--- src/rtl/tmds_encoder.sv ---
// tmds_encoder: DVI/HDMI 8b/10b TMDS channel encoder.
// Stage 1 transition-minimises the data byte into q_m and captures the
// control inputs. Stage 2 DC-balances q_m against the running disparity,
// or substitutes a control token (or TERC4 symbol) outside the video period.
// REG_OUT=1 registers tmds/disp (latency 2); REG_OUT=0 drives them
// combinationally from stage 1 (latency 1).
// Optional feature: define TMDS_TERC4_EN to add the aux_en/aux ports and
// TERC4 data-island symbols. These symbols leave the disparity untouched.
module tmds_encoder #(
  parameter bit REG_OUT = 1'b1
) (
  input  logic       clk,
  input  logic       rst,
  input  logic       de,
  input  logic [7:0] data,
  input  logic [1:0] ctrl,
  output logic [9:0] tmds,
  output logic [4:0] disp
`ifdef TMDS_TERC4_EN
  ,
  input  logic       aux_en,
  input  logic [3:0] aux
`endif
);

  localparam logic [9:0] TOKEN_00 = 10'b1101010100;
  localparam logic [9:0] TOKEN_01 = 10'b0010101011;
  localparam logic [9:0] TOKEN_10 = 10'b0101010100;
  localparam logic [9:0] TOKEN_11 = 10'b1010101011;

  // Transition-minimising stage: XNOR chain for byte values with many ones.
  function automatic logic [8:0] qm_encode(input logic [7:0] d);
    logic [3:0] n1;
    logic       use_xnor;
    logic [8:0] q;
    n1 = 4'd0;
    for (int i = 0; i < 8; i++) n1 = n1 + {3'b000, d[i]};
    use_xnor = (n1 > 4'd4) || ((n1 == 4'd4) && !d[0]);
    q = 9'd0;
    q[0] = d[0];
    for (int i = 1; i < 8; i++) q[i] = use_xnor ? ~(q[i-1] ^ d[i]) : (q[i-1] ^ d[i]);
    q[8] = ~use_xnor;
    return q;
  endfunction

`ifdef TMDS_TERC4_EN
  function automatic logic [9:0] terc4_code(input logic [3:0] a);
    logic [9:0] c;
    case (a)
      4'h0: c = 10'b1010011100;
      4'h1: c = 10'b1001100011;
      4'h2: c = 10'b1011100100;
      4'h3: c = 10'b1011100010;
      4'h4: c = 10'b0101110001;
      4'h5: c = 10'b0100011110;
      4'h6: c = 10'b0110001110;
      4'h7: c = 10'b0100111100;
      4'h8: c = 10'b1011001100;
      4'h9: c = 10'b0100111001;
      4'ha: c = 10'b0110011100;
      4'hb: c = 10'b1011000110;
      4'hc: c = 10'b1010001110;
      4'hd: c = 10'b1001110001;
      4'he: c = 10'b0101100011;
      default: c = 10'b1011000011;
    endcase
    return c;
  endfunction
`endif

  logic       s1_de;
  logic [1:0] s1_ctrl;
  logic [8:0] s1_qm;
`ifdef TMDS_TERC4_EN
  logic       s1_aux_en;
  logic [3:0] s1_aux;
`endif

  // Stage 1: encode q_m and carry the period/control inputs alongside it.
  always_ff @(posedge clk or negedge rst) begin
    if (!rst) begin
      s1_de     <= 1'b0;
      s1_ctrl   <= 2'b00;
      s1_qm     <= 9'd0;
`ifdef TMDS_TERC4_EN
      s1_aux_en <= 1'b0;
      s1_aux    <= 4'd0;
`endif
    end else begin
      s1_de     <= de;
      s1_ctrl   <= ctrl;
      s1_qm     <= qm_encode(data);
`ifdef TMDS_TERC4_EN
      s1_aux_en <= aux_en;
      s1_aux    <= aux;
`endif
    end
  end

  // bal = N1 - N0 of q_m[7:0]; all disparity math is 5-bit two's complement.
  logic [3:0] n1_q;
  logic [4:0] bal;
  logic [4:0] cnt_q;
  logic [4:0] cnt_next;
  logic [9:0] sym;

  // Stage 2: DC balance of video symbols, token/TERC4 outside video.
  always_comb begin
    n1_q = 4'd0;
    for (int i = 0; i < 8; i++) n1_q = n1_q + {3'b000, s1_qm[i]};
    bal      = {n1_q, 1'b0} - 5'd8;
    sym      = TOKEN_00;
    cnt_next = cnt_q;
    if (s1_de) begin
      if ((cnt_q == 5'd0) || (bal == 5'd0)) begin
        sym      = {~s1_qm[8], s1_qm[8], s1_qm[8] ? s1_qm[7:0] : ~s1_qm[7:0]};
        cnt_next = s1_qm[8] ? (cnt_q + bal) : (cnt_q - bal);
      end else if (cnt_q[4] == bal[4]) begin
        // Both non-zero here, so equal signs mean the symbol would push
        // the disparity further the same way: send q_m inverted.
        sym      = {1'b1, s1_qm[8], ~s1_qm[7:0]};
        cnt_next = cnt_q + {3'b000, s1_qm[8], 1'b0} - bal;
      end else begin
        sym      = {1'b0, s1_qm[8], s1_qm[7:0]};
        cnt_next = cnt_q + bal - {3'b000, ~s1_qm[8], 1'b0};
      end
    end
`ifdef TMDS_TERC4_EN
    else if (s1_aux_en) begin
      sym      = terc4_code(s1_aux);
      cnt_next = cnt_q;
    end
`endif
    else begin
      case (s1_ctrl)
        2'b00:   sym = TOKEN_00;
        2'b01:   sym = TOKEN_01;
        2'b10:   sym = TOKEN_10;
        default: sym = TOKEN_11;
      endcase
      cnt_next = 5'd0;
    end
  end

  // Running disparity state, advanced once per symbol.
  always_ff @(posedge clk or negedge rst) begin
    if (!rst) cnt_q <= 5'd0;
    else      cnt_q <= cnt_next;
  end

  if (REG_OUT) begin : g_reg_out
    // Registered output stage: symbol and its post-update disparity.
    always_ff @(posedge clk or negedge rst) begin
      if (!rst) begin
        tmds <= TOKEN_00;
        disp <= 5'd0;
      end else begin
        tmds <= sym;
        disp <= cnt_next;
      end
    end
  end else begin : g_comb_out
    assign tmds = sym;
    assign disp = cnt_next;
  end

endmodule

--- config.mk ---
export PLATFORM = sky130hd
export DESIGN_NAME = tmds_encoder
export DESIGN_NICKNAME = d
export VERILOG_FILES = /design/src/rtl/tmds_encoder.sv
export SDC_FILE = /design/constraint.sdc
export NUM_CORES = 1
export LEC_CHECK = 0
export CORE_ASPECT_RATIO = 0.9
export CORE_MARGIN = 8
export CORE_UTILIZATION = 50
export DETAILED_ROUTE_END_ITERATION = 10
export PLACE_DENSITY = 0.74
export RECOVER_POWER = 25
export SLEW_MARGIN = 20
export SYNTH_ARGS = -nofsm -noshare
export SYNTH_HDL_FRONTEND = slang
export SYNTH_SLANG_ARGS = --single-unit
--- constraint.sdc ---
create_clock -name clk -period 4.9 [get_ports clk]
set_clock_uncertainty 0.15 [all_clocks]
set_input_delay 1.225 -clock clk [delete_from_list [all_inputs] [get_ports clk]]
set_output_delay 1.225 -clock clk [all_outputs]
set_load 0.1 [all_outputs]
* Yosys cells after proc, flatten, opt, wreduce, memory -nomap -nowiden
Cells that the tools add are included.
** Storage, ports and cells
- Flip-flop bits (word level) :: 27
- Input bits :: 13
- Output and inout bits :: 15
- Word-level logic and storage cells :: 70
** Operators by class
- $add $sub $neg :: 20
- $lt $le $gt $ge :: 1
- Equal/unequal tests :: 4
- Mux-type cells :: 16
- Bitwise logic cells :: 17
- Reduce and logical (&&, ||, !) cells :: 7
** Operators with widths (number)
- 4-bit by 1-bit adder with 4-bit output :: 8
- 10-bit two-way mux :: 3
- 10-bit case mux with 3 select lines :: 1
- 5-bit two-way mux :: 4
- 5-bit zero test :: 2
- 5-bit subtractor :: 2
- 1-bit inverter :: 9
- 3-bit by 1-bit adder with 4-bit output :: 2
- 8-bit two-way mux :: 1
- 8-bit inverter :: 1
- 1-bit two-way mux :: 7
- 1-bit bitwise XOR :: 7
- 2-bit by 1-bit adder with 3-bit output :: 2
- 5-bit by 2-bit adder with 5-bit output :: 1
- 5-bit adder :: 1
- 5-bit by 2-bit subtractor with 5-bit output :: 1
- 5-bit by 4-bit subtractor with 5-bit output (second input constant) :: 1
- 1-bit by 1-bit adder with 2-bit output :: 2
- 4-bit by 3-bit == test with 1-bit output (second input constant) :: 1
- 4-bit by 3-bit greater-than comparator with 1-bit output (second input constant) :: 1
- 2-bit by 1-bit == test with 1-bit output (second input constant) :: 1
- 2-bit == test (second input constant) :: 1
- 2-bit zero test :: 1
- 1-bit logical OR :: 2
- 3 further kinds :: 3

* Depth between registers and ports, before layout
Gate-level depths: netlist (run 1).
- Word-level depth :: 29
- Depth in mapped cells :: 15

* Least setup slack after synthesis (run 1)
OpenSTA, ideal clock, no wires.
- Kind :: input to register
- Start :: in data[0]
- End :: reg s1_qm[7]
- Setup time :: 0.125 ns
- Data arrival time :: 4.117 ns
- Data required time :: 4.625 ns
- Setup slack :: 0.508 ns
- Stages :: 11
- Cells stage by stage :: inv_1 > fa_1 > fa_1 > fa_1 > inv_1 > ha_1 > fa_1 > nor3_1 > o22ai_1 > xnor2_2 > xnor2_1
** Between the ends
- Word-level cells in the longest chain between the ends :: 29
- Elaborated cells on any way between the ends :: 33
** RTL lines
- start: declaration :: RTL line 15 : input logic [7:0] data,
- parallel branches: the longest is 28 deep, another holds 3-bit by 1-bit adder with 4-bit output
- 1-bit two-way mux (*) :: RTL line 41 : for (int i = 1; i < 8; i++) q[i] = use_xnor ? ~(q[i-1] ^ d[i]) : (q[i-1] ^ d[i]);
- end signal: assignment :: RTL line 92 : s1_qm <= qm_encode(data);
- end: declaration :: RTL line 73 : logic [8:0] s1_qm;
Every way passes the cells marked *.

* Worst setup path after layout (run 1)
Ends and elaborated chain as after synthesis.

==> impl_table.tex, run 1 <==
\begin{tabular}{lr}
\hline
Metric & Value \\
\hline
\multicolumn{2}{l}{\textbf{Outcome}} \\
Outcome & completed \\
\multicolumn{2}{l}{\textbf{Timing}} \\
Final critical path time including I/O delays and setup & 4.738 ns \\
Count of final setup violators & 0 \\
Timing-limited maximum frequency & about 0.21 GHz \\
Slew headroom & 0.1261 \\
Worst Tran Pin Value & roughly 1.3 ns \\
Setup TNS & 0 ns \\
RSZ-0062 raised after global routing & no \\
Hold\_ws & about 0.41 ns \\
Final critical-path share of the clock period & 0.9670 \\
Final Hold Fails & 0 \\
Number of pins with negative max-slew slack in the final report & 0 \\
\multicolumn{2}{l}{\textbf{Place}} \\
Input/output buffers & 26 \\
Inst Count DP & $\sim$250 \\
Total half-perimeter wirelength after legalization and detailed placement & about 2.9 mm \\
Global placer's final weighted congestion & roughly 0.87 \\
\multicolumn{2}{l}{\textbf{Route}} \\
Drt initial violations & 46 \\
Routed wire length & $\sim$3.4 mm \\
Antenna violation net count after detailed routing & 0 \\
Via count & around 1300 \\
Post-route DRC violation count & 0 \\
Router iterations before antenna repair & 4 \\
Number of vias per cell after detailed routing & roughly 5 \\
Average routed wire per standard cell & 13.39 um \\
\multicolumn{2}{l}{\textbf{Final layout}} \\
Most common cell after layout, fill and taps aside & sky130\_fd\_sc\_hd\_\_inv\_1 \\
Post-layout net count & about 260 \\
Fraction of final layout cells with drive strength greater than 1 & 0.1000 \\
Number of diodes added for antenna fixing & 0 \\
Post-route insts no fill & 256 \\
Synthesis-to-layout area growth & 19.76\% \\
Highest-count cells in the layout ignoring fill and taps & sky130\_fd\_sc\_hd\_\_inv\_1, sky130\_fd\_sc\_hd\_\_clkdlybuf4s50\_1, sky130\_fd\_sc\_hd\_\_ha\_1 \\
\multicolumn{2}{l}{\textbf{Critical path}} \\
Endpoint type of the worst setup path & register \\
Register-to-register setup slack & approximately 0.33 ns \\
CP Class & in -> reg \\
Critical R2R Capture & disp[4] \\
Start point of the critical path & data[0] \\
Critical Path Start Type & input pin \\
Reg-to-Reg Start & s1\_qm[0] \\
Number of cells traversed by the worst register-to-register path & 15 \\
Worst Path Required & 4.90 ns \\
Data arrival, critical path & around 4.7 ns \\
Largest driver fanout on the critical path & 4 \\
\multicolumn{2}{l}{\textbf{Yosys}} \\
Adder-cell share of the synthesized area & 0.2846 \\
Leading cell types by total area after synthesis & sky130\_fd\_sc\_hd\_\_dfrtp\_1, sky130\_fd\_sc\_hd\_\_ha\_1, sky130\_fd\_sc\_hd\_\_fa\_1 \\
Xor and xnor fraction of the mapped netlist area & 0.1537 \\
Unique cell type count in the Yosys netlist & 33 \\
Post-synth top area cell & sky130\_fd\_sc\_hd\_\_dfrtp\_1 \\
Largest family of logic cells by synthesized area & adder cells \\
Flip-flop and latch count after synthesis & 26 \\
Total number of yosys warnings & 0 \\
Post-synthesis simple-gate area fraction & 0.03748 \\
Cell count after synthesis & between 150 and 200 \\
Synth Cell Area & 1969 um\^{}2 \\
Fraction of synthesized cell area taken by the top area cell type & 0.2668 \\
Number of synthesized flops with an enable pin & 0 \\
Share of the synthesized area in compound gates (AO/OA/AOI/OAI) & 0.09276 \\
Top\_reg\_cell synth & sky130\_fd\_sc\_hd\_\_dfrtp\_1 \\
Synth async-reset ratio & 1.000 \\
Total nets after synthesis & $\sim$230 \\
Post-synthesis average cell area & 11.06 um\^{}2 \\
Multiplexer fraction of the synthesized cell area & 0.02160 \\
Sequential fraction of the synthesis area & 0.3335 \\
\multicolumn{2}{l}{\textbf{GRT}} \\
Total overflow reported by the global router & 0 \\
Number of global-route vias before repair & approximately 1400 \\
Largest net degree at the start of global routing & 27 \\
First-pass GRT wire length & 6.092 mm \\
Antenna violations before repair & 0 \\
Total global-route track usage & 0.1234 \\
\multicolumn{2}{l}{\textbf{CTS}} \\
Clock Latency Late Sink & roughly 0.26 ns \\
Setup Fix Bufs, Post-CTS & 0 \\
Clock root buffer master & sky130\_fd\_sc\_hd\_\_clkbuf\_8 \\
TritonCTS buffer count & 3 \\
H-tree depth & 1 \\
Clock net sink count & 26 \\
CTS tree & built \\
Clock-pin transition on the worst setup and hold timing paths & roughly 0.080 ns \\
Maximum root-to-sink buffer count & 2 \\
\multicolumn{2}{l}{\textbf{Die}} \\
Die W & 82.16 um \\
Die Area & roughly 6200 um\^{}2 \\
\# IOs & 28 \\
Initial Util & 0.5241 \\
Std cell rows & 21 \\
Die height & $\sim$76 um \\
Area of the core & approximately 3800 um\^{}2 \\
\multicolumn{2}{l}{\textbf{Worst hold path}} \\
Hold/Removal Path Class & reg -> reg \\
Beginning of the worst hold path & s1\_qm[6] \\
Worst min-delay path endpoint & tmds[6] \\
Number of cells on the worst hold path & 2 \\
\multicolumn{2}{l}{\textbf{Job}} \\
Number of violations of the max-capacitance limit & 0 \\
\hline
\end{tabular}
-- stage by stage --
| stage | util | setup slack [ns] | instance area, um^2 |
|---|---|---|---|
| 6_report | 0.6277 | 0.1617 | 2359 |
| 3_3_place_gp | 0.6147 | -0.05942 | 2310 |
| 5_1_grt | 0.6277 | 0.003406 | 2359 |
| 4_1_cts | 0.6294 | 0.1412 | 2365 |
| 2_1_floorplan | - | 0.5085 | 1969 |
| 3_5_place_dp | 0.6147 | -0.1404 | 2310 |
-- kinds of logic (layout without fill, tap and decap cells) --
kind of cell,count (synthesis),in the layout
DFF,26,26
other,1,1
adders and majority gates,37,37
and+or+nand+nor,15,15
buffers and inverters,38,70
xor gates and xnor gates,29,29
AOI/OAI and AO/OA,29,29
muxes,3,3
-- worst max-delay path: stages --
cell and delay (ns):
sky130_fd_sc_hd__clkdlybuf4s50_1 0.48, sky130_fd_sc_hd__inv_1 0.08, sky130_fd_sc_hd__fa_1 0.55, sky130_fd_sc_hd__fa_1 0.43, sky130_fd_sc_hd__fa_1 0.50, sky130_fd_sc_hd__inv_1 0.04, sky130_fd_sc_hd__ha_1 0.20, sky130_fd_sc_hd__fa_1 0.49
sky130_fd_sc_hd__nor3_1 0.05, sky130_fd_sc_hd__o22ai_1 0.42, sky130_fd_sc_hd__xnor2_2 0.14, sky130_fd_sc_hd__xnor2_1 0.14
-- flip-flops by register name (all words and copies together) (netlist names) --
name	flops
tmds	10
s1_qm	9
disp	4
s1_ctrl	2
s1_de	1
-- how the worst max path moves through the flow --
stage / endpoint / slack [ns] / cells past startpoint
after global placement: s1_qm[7] / -0.06 / 12
after CTS: s1_qm[7] / 0.14 / 12
after floorplan: s1_qm[7] / 0.51 / 11
final: s1_qm[7] / 0.16 / 12
after detailed placement: s1_qm[7] / -0.14 / 12
after global routing: s1_qm[7] / 0.003 / 12
-- layer usage --
| metal | vias up | part of all wire | global-route usage |
|---|---|---|---|
| met5 | - | 0 | 0 |
| met4 | 0 | 0.0035 | 0.01167 |
| met3 | 2 | 0.050 | 0.02476 |
| met2 | 25 | 0.51 | 0.2189 |
| met1 | 621 | 0.44 | 0.1562 |
| li1 | 628 | - | - |
-- Yosys cell counts (3+ instances only) --
master,count
sky130_fd_sc_hd__nor2_1,5
sky130_fd_sc_hd__dfstp_2,5
sky130_fd_sc_hd__o21ai_0,9
sky130_fd_sc_hd__xor2_1,8
sky130_fd_sc_hd__ha_1,24
sky130_fd_sc_hd__fa_1,13
sky130_fd_sc_hd__dfrtp_1,21
sky130_fd_sc_hd__a21oi_1,8
sky130_fd_sc_hd__xnor2_1,17
sky130_fd_sc_hd__nor3_1,3
sky130_fd_sc_hd__nand2_1,3
sky130_fd_sc_hd__inv_1,35
-- area by class of cell --
class / instances / area, um^2
fillers: 296 / 1399
multi-input cells: 114 / 1166
flip-flops and latches: 26 / 656.9
repair buffers: 31 / 291.5
inverters: 35 / 131.4
well taps: 46 / 57.56
clock buffers: 4 / 55.05
-- what timing repair did --
action	4_1_cts	5_1_grt
resized for setup	0	1
endpoints found under the setup margin	0	1
hold buffers	0	0
Power of run 1 is not shown: default switching activity piles up to over one toggle a cycle in this logic, so the estimate is an artifact.
==> inputs of run 2 (changes only) <==
Settings changed: SLEW_MARGIN 20 to 0.
==> run 2 against run 1 <==
Compared with the run above:
- global-route usage unchanged
- flip-flop and latch count unchanged
- final area up 0.27%
- clock-buffer cell count unchanged
- die area unchanged
- via count about the same
- routed wire length about the same
- critical path type unchanged
==> impl_table.tex, run 2 (same netlist as run 1, synthesis figures left out) <==
\begin{tabular}{lr}
\hline
Metric & Value \\
\hline
\multicolumn{2}{l}{\textbf{Outcome}} \\
Outcome & completed \\
\multicolumn{2}{l}{\textbf{CTS}} \\
TritonCTS buffer count & 3 \\
CTS tree & built \\
Maximum root-to-sink buffer count & 2 \\
Clock net sink count & 26 \\
Resized Gates After CTS & 0 \\
Hold buffer count at cts & 0 \\
Clock-pin transition on the worst setup and hold timing paths & roughly 0.08 ns \\
Clock Latency Late Sink & between 0.2 and 0.3 ns \\
H-tree depth & 1 \\
Setup Fix Bufs, Post-CTS & 0 \\
Clock root buffer master & sky130\_fd\_sc\_hd\_\_clkbuf\_8 \\
\multicolumn{2}{l}{\textbf{Final layout}} \\
Largest registers & tmds: 10 flops, s1\_qm: 9 flops, disp: 4 flops \\
Post-layout net count & roughly 260 \\
Most common cell after layout, fill and taps aside & sky130\_fd\_sc\_hd\_\_inv\_1 \\
Reg with most FFs & tmds \\
Highest-count cells in the layout ignoring fill and taps & sky130\_fd\_sc\_hd\_\_inv\_1, sky130\_fd\_sc\_hd\_\_ha\_1, sky130\_fd\_sc\_hd\_\_clkdlybuf4s50\_1 \\
Fraction of final layout cells with drive strength greater than 1 & 0.1000 \\
Number of diodes added for antenna fixing & 0 \\
Synthesis-to-layout area growth & 20.08\% \\
Flip-flop count of the largest register, all copies and words added & 10 \\
Post-layout instance area & 2365 um\^{}2 \\
\multicolumn{2}{l}{\textbf{GRT}} \\
Number of global-route vias before repair & 1365 \\
Total global-route track usage & 0.1234 \\
Total overflow reported by the global router & 0 \\
Antenna violations before repair & 0 \\
First-pass GRT wire length & roughly 6 mm \\
Largest net degree at the start of global routing & 27 \\
\multicolumn{2}{l}{\textbf{Timing}} \\
Final critical path time including I/O delays and setup & 4.734 ns \\
Slew headroom & 0.2653 \\
Count of final setup violators & 0 \\
RSZ-0062 raised after global routing & no \\
Post-route setup slack & 0.1658 ns \\
Worst Tran Pin Value & 1.098 ns \\
Number of pins with negative max-slew slack in the final report & 0 \\
Final critical-path share of the clock period & 0.9662 \\
Final Hold Fails & 0 \\
Timing-limited maximum frequency & 0.2112 GHz \\
\multicolumn{2}{l}{\textbf{Route}} \\
Drt initial violations & 46 \\
Routed wire length & 3.426 mm \\
Via count & roughly 1300 \\
Average routed wire per standard cell & around 13 um \\
Antenna violation net count after detailed routing & 0 \\
Post-route DRC violation count & 0 \\
Number of vias per cell after detailed routing & around 5 \\
Router iterations before antenna repair & 4 \\
\multicolumn{2}{l}{\textbf{Place}} \\
Global placer's final weighted congestion & approximately 0.87 \\
Total half-perimeter wirelength after legalization and detailed placement & 2.918 mm \\
Post-place instance area & 2310 um\^{}2 \\
Dpl ws & -0.1404 ns \\
Input/output buffers & 26 \\
\multicolumn{2}{l}{\textbf{Die}} \\
Std cell rows & 21 \\
Initial Util & 0.5241 \\
Die Area & 6206 um\^{}2 \\
Die W & between 80 and 90 um \\
\# IOs & 28 \\
Die height & 75.54 um \\
Area of the core & between 3000 and 4000 um\^{}2 \\
\multicolumn{2}{l}{\textbf{Critical path}} \\
Worst Path Required & 4.90 ns \\
Endpoint type of the worst setup path & register \\
Largest driver fanout on the critical path & 4 \\
CP Class & in -> reg \\
Data arrival, critical path & 4.74 ns \\
Critical Path Start Type & input pin \\
\multicolumn{2}{l}{\textbf{Worst hold path}} \\
Hold/Removal Path Class & reg -> reg \\
\multicolumn{2}{l}{\textbf{Job}} \\
Number of violations of the max-capacitance limit & 0 \\
\hline
\end{tabular}
==> run 2: cell count changes in the layout (fill, tap and decap cells not counted) <==
cell and delta:
sky130_fd_sc_hd__dlygate4sd3_1 +4, sky130_fd_sc_hd__clkdlybuf4s50_1 -3, sky130_fd_sc_hd__buf_4 -1, sky130_fd_sc_hd__clkbuf_1 -1, sky130_fd_sc_hd__clkbuf_4 +1
==> run 2: per-layer routing <==
| metal | wire length [um] | global-route usage |
|---|---|---|
| met5 | 0 | 0 |
| met4 | 12 | 0.01167 |
| met3 | 172 | 0.02476 |
| met2 | 1734 | 0.2189 |
| met1 | 1506 | 0.1562 |
==> run 2: cell type report <==
type,instances,area (um^2)
flip-flops and latches,26,656.9
clock buffers,4,55.05
well taps,46,57.56
fillers,295,1393
multi-input cells,114,1166
repair buffers,31,297.8
inverters,35,131.4
==> run 2: worst max-delay path, stage by stage <==
cell and delay (ns):
sky130_fd_sc_hd__clkdlybuf4s50_1 0.48, sky130_fd_sc_hd__inv_1 0.07, sky130_fd_sc_hd__fa_1 0.55, sky130_fd_sc_hd__fa_1 0.43, sky130_fd_sc_hd__fa_1 0.50, sky130_fd_sc_hd__inv_1 0.04
sky130_fd_sc_hd__ha_1 0.20, sky130_fd_sc_hd__fa_1 0.49, sky130_fd_sc_hd__nor3_1 0.05, sky130_fd_sc_hd__o22ai_1 0.42, sky130_fd_sc_hd__xnor2_2 0.14, sky130_fd_sc_hd__xnor2_1 0.14
==> run 2: worst paths after layout <==
kind | slack (ns) | cells after the start | endpoint | start
worst min register to register | 0.41 | 2 | tmds[6] | s1_qm[6]
worst min-delay path | 0.41 | 2 | tmds[6] | s1_qm[6]
max in group asynchronous | 2.47 | 1 | disp[1] | rst
worst max register to register | 0.33 | 15 | disp[4] | s1_qm[0]
worst max-delay path | 0.17 | 12 | s1_qm[7] | data[0]
min in group asynchronous | 1.47 | 1 | disp[2] | rst
==> run 2: metrics by stage <==
step / hold WS (ns) / util / instances / TNS [ns]
4_1_cts: 0.4125 / 0.6294 / 256 / 0
3_5_place_dp: 0.3989 / 0.6147 / 252 / -0.1742
2_1_floorplan: 0.3432 / - / 178 / 0
6_report: 0.4132 / 0.6294 / 256 / 0
3_3_place_gp: 0.3855 / 0.6147 / 252 / -0.05942
5_1_grt: 0.4400 / 0.6294 / 256 / 0
Power of run 2 is left out for the same reason.
